### config.mk
export PLATFORM = sky130hd
export DESIGN_NAME = rf_sequencer
export DESIGN_NICKNAME = d
export VERILOG_FILES = /design/src/rtl/fp180b_pkg.sv /design/src/rtl/rf_wb_fmt.sv /design/src/rtl/rf_sequencer.sv
export SDC_FILE = /design/constraint.sdc
export NUM_CORES = 1
export LEC_CHECK = 0
export CORE_MARGIN = 2
export CORE_UTILIZATION = 56
export CTS_CLUSTER_DIAMETER = 30
export DETAILED_ROUTE_END_ITERATION = 10
export DONT_BUFFER_PORTS = 1
export PLACE_DENSITY = 0.86
export SYNTH_ARGS = -nofsm -noshare
export SYNTH_HDL_FRONTEND = slang
export SYNTH_SLANG_ARGS = --single-unit
### constraint.sdc
create_clock -name clk -period 1.5 [get_ports clk]
set_input_delay 0.15 -clock clk [delete_from_list [all_inputs] [get_ports clk]]
set_output_delay 0.15 -clock clk [all_outputs]
set_load 0.03 [all_outputs]
### src/rtl/fp180b_pkg.sv
// Shared types and constants for the fp_180b datapath:
// sequencer state encoding, special opcodes and field widths.
package fp180b_pkg;

    localparam int REG_W  = 5;
    localparam int DATA_W = 32;
    localparam int OPC_W  = 6;

    localparam logic [OPC_W-1:0] OP_LUI = 6'd10;
    localparam logic [OPC_W-1:0] OP_NW0 = 6'd13;
    localparam logic [OPC_W-1:0] OP_NW1 = 6'd14;

    typedef enum logic [2:0] {
        ST_IDLE,
        ST_SET,
        ST_READ,
        ST_ISSUE,
        ST_RESULT,
        ST_WRITE,
        ST_RETIRE
    } seq_state_e;

    function automatic logic is_nowrite(input logic [OPC_W-1:0] op);
        return (op == OP_NW0) || (op == OP_NW1);
    endfunction

endpackage

### src/rtl/rf_wb_fmt.sv
// Writeback data formatting: upper-half loads carry only the
// low 16 result bits, no-write opcodes present zero.
module rf_wb_fmt
    import fp180b_pkg::*;
(
    input  logic [OPC_W-1:0]  opcode_i,
    input  logic [DATA_W-1:0] res_i,
    output logic [DATA_W-1:0] data_o
);

    always_comb begin
        data_o = res_i;
        if (is_nowrite(opcode_i)) begin
            data_o = '0;
        end else if (opcode_i == OP_LUI) begin
            data_o = {16'h0, res_i[15:0]};
        end
    end

endmodule

### src/rtl/rf_sequencer.sv
// Register-file sequencer: drives the RF set/wrt/done handshake
// and moves operands and results to and from execute.
module rf_sequencer
    import fp180b_pkg::*;
#(
    parameter int unsigned TIMEOUT = 15,
    parameter int unsigned CNT_W   = 16
) (
    input  logic              clk,
    input  logic              rst,
    input  logic              inst_valid,
    output logic              inst_ready,
    input  logic [OPC_W-1:0]  opcode,
    input  logic [REG_W-1:0]  rz,
    input  logic [REG_W-1:0]  ry,
    input  logic [REG_W-1:0]  rx,
    output logic              rf_set,
    output logic              rf_wrt,
    output logic [OPC_W-1:0]  rf_opcode,
    output logic [REG_W-1:0]  rf_rz,
    output logic [REG_W-1:0]  rf_ry,
    output logic [REG_W-1:0]  rf_rx,
    output logic [DATA_W-1:0] rf_data,
    input  logic [DATA_W-1:0] rf_x,
    input  logic [DATA_W-1:0] rf_y,
    input  logic              rf_done,
    output logic              opnd_valid,
    input  logic              opnd_ready,
    output logic [DATA_W-1:0] op_a,
    output logic [DATA_W-1:0] op_b,
    input  logic              res_valid,
    output logic              res_ready,
    input  logic [DATA_W-1:0] res_data,
    output logic              retire,
    output logic [CNT_W-1:0]  retire_cnt,
    output logic              err
);

    localparam int TMR_W = $clog2(TIMEOUT + 1);
    localparam logic [TMR_W-1:0] TMR_LAST = TMR_W'(TIMEOUT - 1);

    seq_state_e        state_q, state_d;
    logic [OPC_W-1:0]  opc_q;
    logic [REG_W-1:0]  rz_q, ry_q, rx_q;
    logic [DATA_W-1:0] op_a_q, op_b_q, wb_q;
    logic [TMR_W-1:0]  tmr_q;
    logic [CNT_W-1:0]  cnt_q;
    logic              err_q;
    logic              tmo;

    assign tmo = (tmr_q == TMR_LAST) && !rf_done;

    always_ff @(posedge clk) begin
        if (rst) begin
            state_q <= ST_IDLE;
        end else begin
            state_q <= state_d;
        end
    end

    always_comb begin
        state_d = state_q;
        unique case (state_q)
            ST_IDLE:   if (inst_valid) state_d = ST_SET;
            ST_SET:    state_d = ST_READ;
            ST_READ:   state_d = ST_ISSUE;
            ST_ISSUE:  if (opnd_ready) state_d = ST_RESULT;
            ST_RESULT: if (res_valid) state_d = ST_WRITE;
            ST_WRITE:  if (rf_done || tmo) state_d = ST_RETIRE;
            ST_RETIRE: state_d = ST_IDLE;
            default:   state_d = ST_IDLE;
        endcase
    end

    always_comb begin
        inst_ready = 1'b0;
        rf_set     = 1'b0;
        rf_wrt     = 1'b0;
        opnd_valid = 1'b0;
        res_ready  = 1'b0;
        retire     = 1'b0;
        unique case (state_q)
            ST_IDLE:   inst_ready = !rst;
            ST_SET:    rf_set     = 1'b1;
            ST_ISSUE:  opnd_valid = 1'b1;
            ST_RESULT: res_ready  = 1'b1;
            ST_WRITE:  rf_wrt     = !is_nowrite(opc_q);
            ST_RETIRE: retire     = 1'b1;
            default:   ;
        endcase
    end

    always_ff @(posedge clk) begin
        if (rst) begin
            opc_q  <= '0;
            rz_q   <= '0;
            ry_q   <= '0;
            rx_q   <= '0;
            op_a_q <= '0;
            op_b_q <= '0;
            wb_q   <= '0;
            tmr_q  <= '0;
            cnt_q  <= '0;
            err_q  <= 1'b0;
        end else begin
            if (state_q == ST_IDLE && inst_valid) begin
                opc_q <= opcode;
                rz_q  <= rz;
                ry_q  <= ry;
                rx_q  <= rx;
            end
            if (state_q == ST_READ) begin
                op_a_q <= rf_x;
                op_b_q <= rf_y;
            end
            if (state_q == ST_RESULT && res_valid) begin
                wb_q <= res_data;
            end
            // Timer only runs while waiting for rf_done.
            if (state_q == ST_WRITE) begin
                tmr_q <= tmr_q + 1'b1;
            end else begin
                tmr_q <= '0;
            end
            if (state_q == ST_WRITE && tmo) begin
                err_q <= 1'b1;
            end
            if (state_q == ST_RETIRE) begin
                cnt_q <= cnt_q + 1'b1;
            end
        end
    end

    rf_wb_fmt u_fmt (
        .opcode_i (opc_q),
        .res_i    (wb_q),
        .data_o   (rf_data)
    );

    assign rf_opcode  = opc_q;
    assign rf_rz      = rz_q;
    assign rf_ry      = ry_q;
    assign rf_rx      = rx_q;
    assign op_a       = op_a_q;
    assign op_b       = op_b_q;
    assign retire_cnt = cnt_q;
    assign err        = err_q;

endmodule

==> run summary, run 1 <==
Fmax: 0.536 GHz
Vias per Instance: 5.91
Total grt overflow: 0
# DRC: 0
Critical path type: flip-flop to output pin
Max-slew violation count: 0
Synth warnings: 0
Hpwl dp: 9720 um
Count of different cell masters after synthesis: 39
TritonCTS clock tree: yes
Reg area: 2850 sq um
Most used DFF post-synth: dfxtp_1
Hold Vio Cnt, Final: 140
Clock Tree Root: clkbuf_8
Pwr Total: 0.00953 W
Routed wire length: 18200 um
Met3 wire len: 1620 um
Clock Path Buffers: 2
FF-to-FF setup slack: -0.28 ns
Syn avg cell area: 7.92 sq um
I/O pins: 263
Synth Cell Area: 5410 sq um
WL met1: 6490 um
Clk pwr share: 44.9%
Die width: 102 um
Placed Cells: 831
Drt first pass iters: 5
Setup TNS: -19.17 ns
Share of cells above drive strength 1: 31.8%
Worst Hold Slack: -0.277 ns
CTS buffer count: 17
Core ar.: 9330 sq um
Pre-CTS WS: -0.0130 ns
Sw power: 0.00262 W
Crit path DAT: 1.72 ns
Die area: 10500 sq um
Final Cell Area: 7510 sq um
Hold Crit Start: rst
Worst reg2reg endpoint: wb_q[24]
Non-Filler Instances: 893
Startpoint Class: flip-flop
Cell Area, Placed: 5970 sq um
First-pass GRT wire length: 21200 um
Via count: 5279
Setup Skew: 0.0130 ns
Max Used Layer: met4
RSZ-0062 raised after global routing: yes
Starting DRT DRC Count: 271
Initial core utilization: 58.0%
CP endpoint kind: output pin
CP max FO: 14
Async S/R FF share, synth: 0%
Worst-Skew Late Latency: 0.51 ns
Endpoints failing setup: 73
Area occupied by multi-input gates: 2860 sq um
Minimum clock period: 1.87 ns
Largest net degree at the start of global routing: 141
Violated checks: negative hold slack, negative setup slack
Syn_nets: 809
N_diodes: 0
Total leakage power: 2.93 nW
Clk sinks: 141
Switching share of power: 27.5%
Routed Antenna Nets: 0
Register bit total from synthesis: 141
Peak supply drop: 0.959 mV
Gr usage total: 26.0%
Reg clk slew, reported paths: 0.06 ns
Die Ht: 102 um
Post-synthesis cell count: 683
Status: complete, but fails checks
Filler cells: 546
Avg WL per Cell: 20.3 um
Worst r2r src: state_q[1]
Worst Path Required: 1.35 ns
Final worst setup slack: -0.367 ns
Hold Path Depth: 1
H-tree lvl count: 4
Met2 wire length: 9520 um
Hold endpoint: retire_cnt[13]
Row count: 35
P&R area growth vs syn: 38.8%
Hold buffer count at CTS: 2
Slew @ Worst Pin: 0.389 ns
Tcrit/Tclk final: 124%
Seq/Total Area, Yosys: 52.2%
Buffers on Ports: 0
Int Power: 0.00691 W
R2r worst-path depth: 9
Sequential Power Share: 45.4%
Slew HR: 74.0%
Comb power frac: 9.7%
Nets: 877
GP Congestion: 0.828
Max cap viols: 0
Power per standard cell area: 1270 nW/um^2
Antenna violations before repair: 0
Number of global-route vias before repair: 4518
Number of flops mapped to enable cells by yosys: 0
Min-delay worst type: input pin to flip-flop
power groups by stage:
stage	Sequential [W]	Combinational (W)	Clock [W]
detailed placement	0.00440	0.000649	0
floorplan	0.00438	0.000489	0
finish	0.00433	0.000929	0.00428
global route	0.00434	0.000999	0.00447
global placement	0.00439	0.000618	0
CTS	0.00432	0.000709	0.00427
cell type report:
type | count | share of cell area, %
clock buffers | 18 | 5.57
repair buffers | 93 | 13.5
multi-input cells | 493 | 38.1
clock inverters | 14 | 2.42
flip-flops and latches | 141 | 38.0
well taps | 129 | 2.15
inverters | 5 | 0.283
cell usage after synthesis (4+ instances only):
cell type    n  area (sq um)
xnor2_1      8          70.1
nor2b_1     17           106
buf_1        6          22.5
nor3_1       6          30.0
o21ai_0      4          20.0
clkbuf_1    21          78.8
a21oi_1    124           621
nor2_1      20          75.1
and2_1      18           113
nand4_1      4          25.0
inv_1        5          18.8
xor2_1       4          35.0
nand3_1      7          35.0
nor4_1       5          31.3
dfxtp_1    141          2820
or3_1        5          31.3
buf_2       14          70.1
nand2_1    245           920
sequential cells by signal (all words and copies together), names as in the netlist, 4 cells and up:
register,cells
op_a,32
retire_cnt,16
rf_rz,5
op_b,32
tmr_q,4
rf_opcode,6
wb_q,32
rf_ry,5
rf_rx,5
logic make-up after synthesis:
family                   share of synthesized area, %
adder cells (fa/ha/maj)                         0.694
buffers and inverters                            4.00
multiplexers                                    0.208
flip-flops                                       52.2
XOR/XNOR                                         1.94
AND/OR/NAND/NOR                                  27.9
AO/OA/AOI/OAI                                    13.1
through the flow:
stage          hold WS (ns)  util [%]
6_report             -0.277      80.5
5_1_grt              -0.303      80.5
4_1_cts              -0.307      73.2
3_5_place_dp          0.232      64.0
3_3_place_gp          0.223      64.0
2_1_floorplan         0.278         -
metal layers:
metal / global-route usage (%) / vias to the layer above
li1: - / 2379
met1: 28.1 / 2515
met2: 46.5 / 331
met3: 8.89 / 54
met4: 10.8 / 0
met5: 0 / -
placed cells by master (no fill, tap or decap), types with 17 or more instances in the layout:
cell type / netlist / routed
nor2_1: 20 / 20
and2_4: 0 / 17
buf_6: 1 / 20
a21oi_1: 124 / 92
buf_4: 2 / 55
dfxtp_1: 141 / 125
nand2_1: 245 / 216
nand2_4: 0 / 17
a21oi_2: 0 / 32
clkbuf_16: 0 / 23
timing repair:
item                                    CTS  global route
resized for setup                        65           103
cloned                                    1            11
endpoints found under the setup margin   54           117
setup buffers                             8            11
endpoints found under the hold margin   141           140
pin swaps                                20            32
critical path, stage by stage, from the launching register on:
cell	delay, ns
dfxtp_2	0.33
nor3b_4	0.23
a21boi_4	0.25
buf_12	0.17
nor2b_1	0.07
buf_4	0.17
how the worst max path moves through the flow:
stage	from	end	slack (ns)	cells past startpoint
2_1_floorplan	rf_opcode[5]	rf_data[21]	-0.09	4
3_3_place_gp	state_q[2]	retire_cnt[12]	0.06	5
3_5_place_dp	state_q[1]	op_a[11]	-0.01	5
4_1_cts	rf_opcode[5]	rf_data[29]	-0.41	5
5_1_grt	rf_opcode[5]	rf_data[29]	-0.43	5
6_report	rf_opcode[5]	rf_data[18]	-0.37	5
Note: power is estimated with default switching activity, not from simulation.
==> run 2, diff against run 1 <==
TNS_END_PERCENT = 50   (was default)
==> run 2 against run 1 <==
Clock power about the same. Hold slack worse by 0.010 ns. The flow still finishes with violations (negative hold slack, negative setup slack). Cell count grew 0.78%. Sequential power barely moved. Non-clock buffer count up 7. Worst setup slack got worse by 0.074 ns. Register-to-register slack better by 0.15 ns. Largest cell class unchanged. Die area unchanged.
==> run summary, run 2 (synthesis gave the netlist of run 1 again) <==
Slew @ Worst Pin: 0.476 ns (+0.0868 ns)
R2r worst-path depth: 6 (-3)
Max cap viols: 0 (unchanged)
Via count: 5382 (+2.0%)
Crit-path cells: nor3b_4 -> buf_6 -> nand3_4 -> clkbuf_16 -> and2_2
Worst Path Required: 1.35 ns (about the same)
P&R area growth vs syn: 41.5%
Clk sinks: 141 (unchanged)
Utilization after layout: 82.1% (+1.6 points)
Final Cell Area: 7660 sq um (+2.0%)
Power per standard cell area: 1260 nW/um^2 (-0.77%)
Crit path DAT: 1.79 ns (+0.07 ns)
Minimum clock period: 1.94 ns (+0.0740 ns)
Die area: 10500 sq um (unchanged)
Hold buffer count at CTS: 2 (unchanged)
First-pass GRT wire length: 22200 um (+4.7%)
Cell Area, Placed: 5990 sq um (+0.29%)
Clock Path Buffers: 2 (unchanged)
Min-delay worst type: input pin to flip-flop
Initial core utilization: 58.0% (unchanged)
Clock Tree Root: clkbuf_8
Critical path type: flip-flop to output pin
Violated checks: negative hold slack, negative setup slack
Drt first pass iters: 5 (unchanged)
Starting DRT DRC Count: 327 (+21%)
Max-slew violation count: 0 (unchanged)
Total grt overflow: 0 (unchanged)
Total leakage power: 2.95 nW (+0.51%)
RSZ-0062 raised after global routing: yes
H-tree lvl count: 4 (unchanged)
Status: complete, but fails checks
GP Congestion: 0.779 (-6.0%)
Row count: 35 (unchanged)
TritonCTS clock tree: yes
Reg clk slew, reported paths: 0.06 ns (about the same)
Avg WL per Cell: 20.2 um (-0.43%)
CP max FO: 8 (-6)
CTS buffer count: 17 (unchanged)
Routed Antenna Nets: 0 (unchanged)
Largest net degree at the start of global routing: 141 (unchanged)
Hold Vio Cnt, Final: 140 (unchanged)
Critical-path top delay cell: dfxtp_2
Peak supply drop: 0.994 mV (+3.7%)
Worst Hold Slack: -0.287 ns (-0.0103 ns)
Core ar.: 9330 sq um (unchanged)
Pre-CTS WS: -0.0469 ns (-0.0339 ns)
Slew HR: 68.2% (-5.8 points)
I/O pins: 263 (unchanged)
Fmax: 0.515 GHz (-3.8%)
Die Ht: 102 um (unchanged)
Nets: 885 (+0.91%)
Gr usage total: 26.9% (+0.92 points)
Final worst setup slack: -0.441 ns (-0.0740 ns)
Most frequent cells in the layout: nand2_1, dfxtp_1, a21oi_1
Die width: 102 um (unchanged)
Endpoints failing setup: 103 (+41%)
Worst-Skew Late Latency: 0.51 ns (about the same)
Tcrit/Tclk final: 129% (+4.9 points)
# DRC: 0 (unchanged)
Antenna violations before repair: 0 (unchanged)
Buffers on Ports: 0 (unchanged)
Routed wire length: 18200 um (+0.35%)
Setup Skew: 0.00870 ns (-0.00431 ns)
CP endpoint kind: output pin
Hpwl dp: 9720 um (about the same)
Share of cells above drive strength 1: 33.9% (+2.0 points)
Most common cell after layout, fill and taps aside: nand2_1
Number of global-route vias before repair: 4729 (+4.7%)
Critical path's largest stage delay: 0.35 ns (+0.02 ns)
Hold Path Depth: 1 (unchanged)
Startpoint Class: flip-flop
Vias per Instance: 5.98 (+1.2%)
N_diodes: 0 (unchanged)
-- run 2: changes by cell type in the layout (fill, tap and decap cells not counted), sizes merged --
cell | before | now
clkinv | 5 | 6
or3 | 6 | 7
inv | 10 | 9
clkbuf | 25 | 24
buf | 84 | 91
-- run 2: final cells by class --
cell class	instances	area, sq um
fillers	507	1670
repair buffers	100	1120
flip-flops and latches	141	2850
clock inverters	14	186
inverters	5	21.3
clock buffers	17	414
multi-input cells	494	2900
well taps	129	161
-- run 2: where the power goes --
part | switching [W] | internal, W | leakage (nW)
clock | 0.00169 | 0.00257 | 0.293
combinational | 0.000573 | 0.000481 | 1.51
sequential | 0.000426 | 0.00391 | 1.15
total | 0.00269 | 0.00696 | 2.95
-- run 2: path summary, 6_finish.rpt --
| kind | from | to | slack (ns) |
|---|---|---|---|
| worst min-delay path | rst | rf_opcode[4] | -0.29 |
| worst min register to register | wb_q[31] | wb_q[31] | 0.45 |
| worst max register to register | state_q[0] | retire_cnt[12] | -0.13 |
| worst max-delay path | rf_opcode[5] | rf_data[5] | -0.44 |
-- run 2: timing repair --
item                                    CTS  global route
pin swaps                                13            31
endpoints found under the setup margin  100           163
endpoints found under the hold margin   141           140
cloned                                    2            11
setup buffers                            12            10
gates resized for setup                  70           114
-- run 2: metal layers --
| metal | GRT usage, % | vias up | routed length [um] |
|---|---|---|---|
| met3 | 9.71 | 68 | 1840 |
| li1 | - | 2393 | - |
| met2 | 47.8 | 396 | 9310 |
| met4 | 9.85 | 0 | 693 |
| met1 | 29.6 | 2525 | 6390 |
| met5 | 0 | - | 0 |
-- run 2: worst max-delay path, delay by kind of cell, from the launching register on --
| family | cells | cell delay, ns |
|---|---|---|
| buf+inv | 2 | 0.33 |
| simple gates | 3 | 0.60 |
| flops | 1 | 0.35 |
-- run 2: stage by stage --
step	cells	hold slack (ns)	TNS [ns]	power (W)
6_report	900	-0.287	-14.78	0.00965
5_1_grt	900	-0.324	-19.23	0.00993
4_1_cts	880	-0.311	-14.84	0.00938
3_5_place_dp	833	0.231	-0.214	0.00504
3_3_place_gp	833	0.229	0	0.00500
2_1_floorplan	683	0.278	-1.47	0.00487
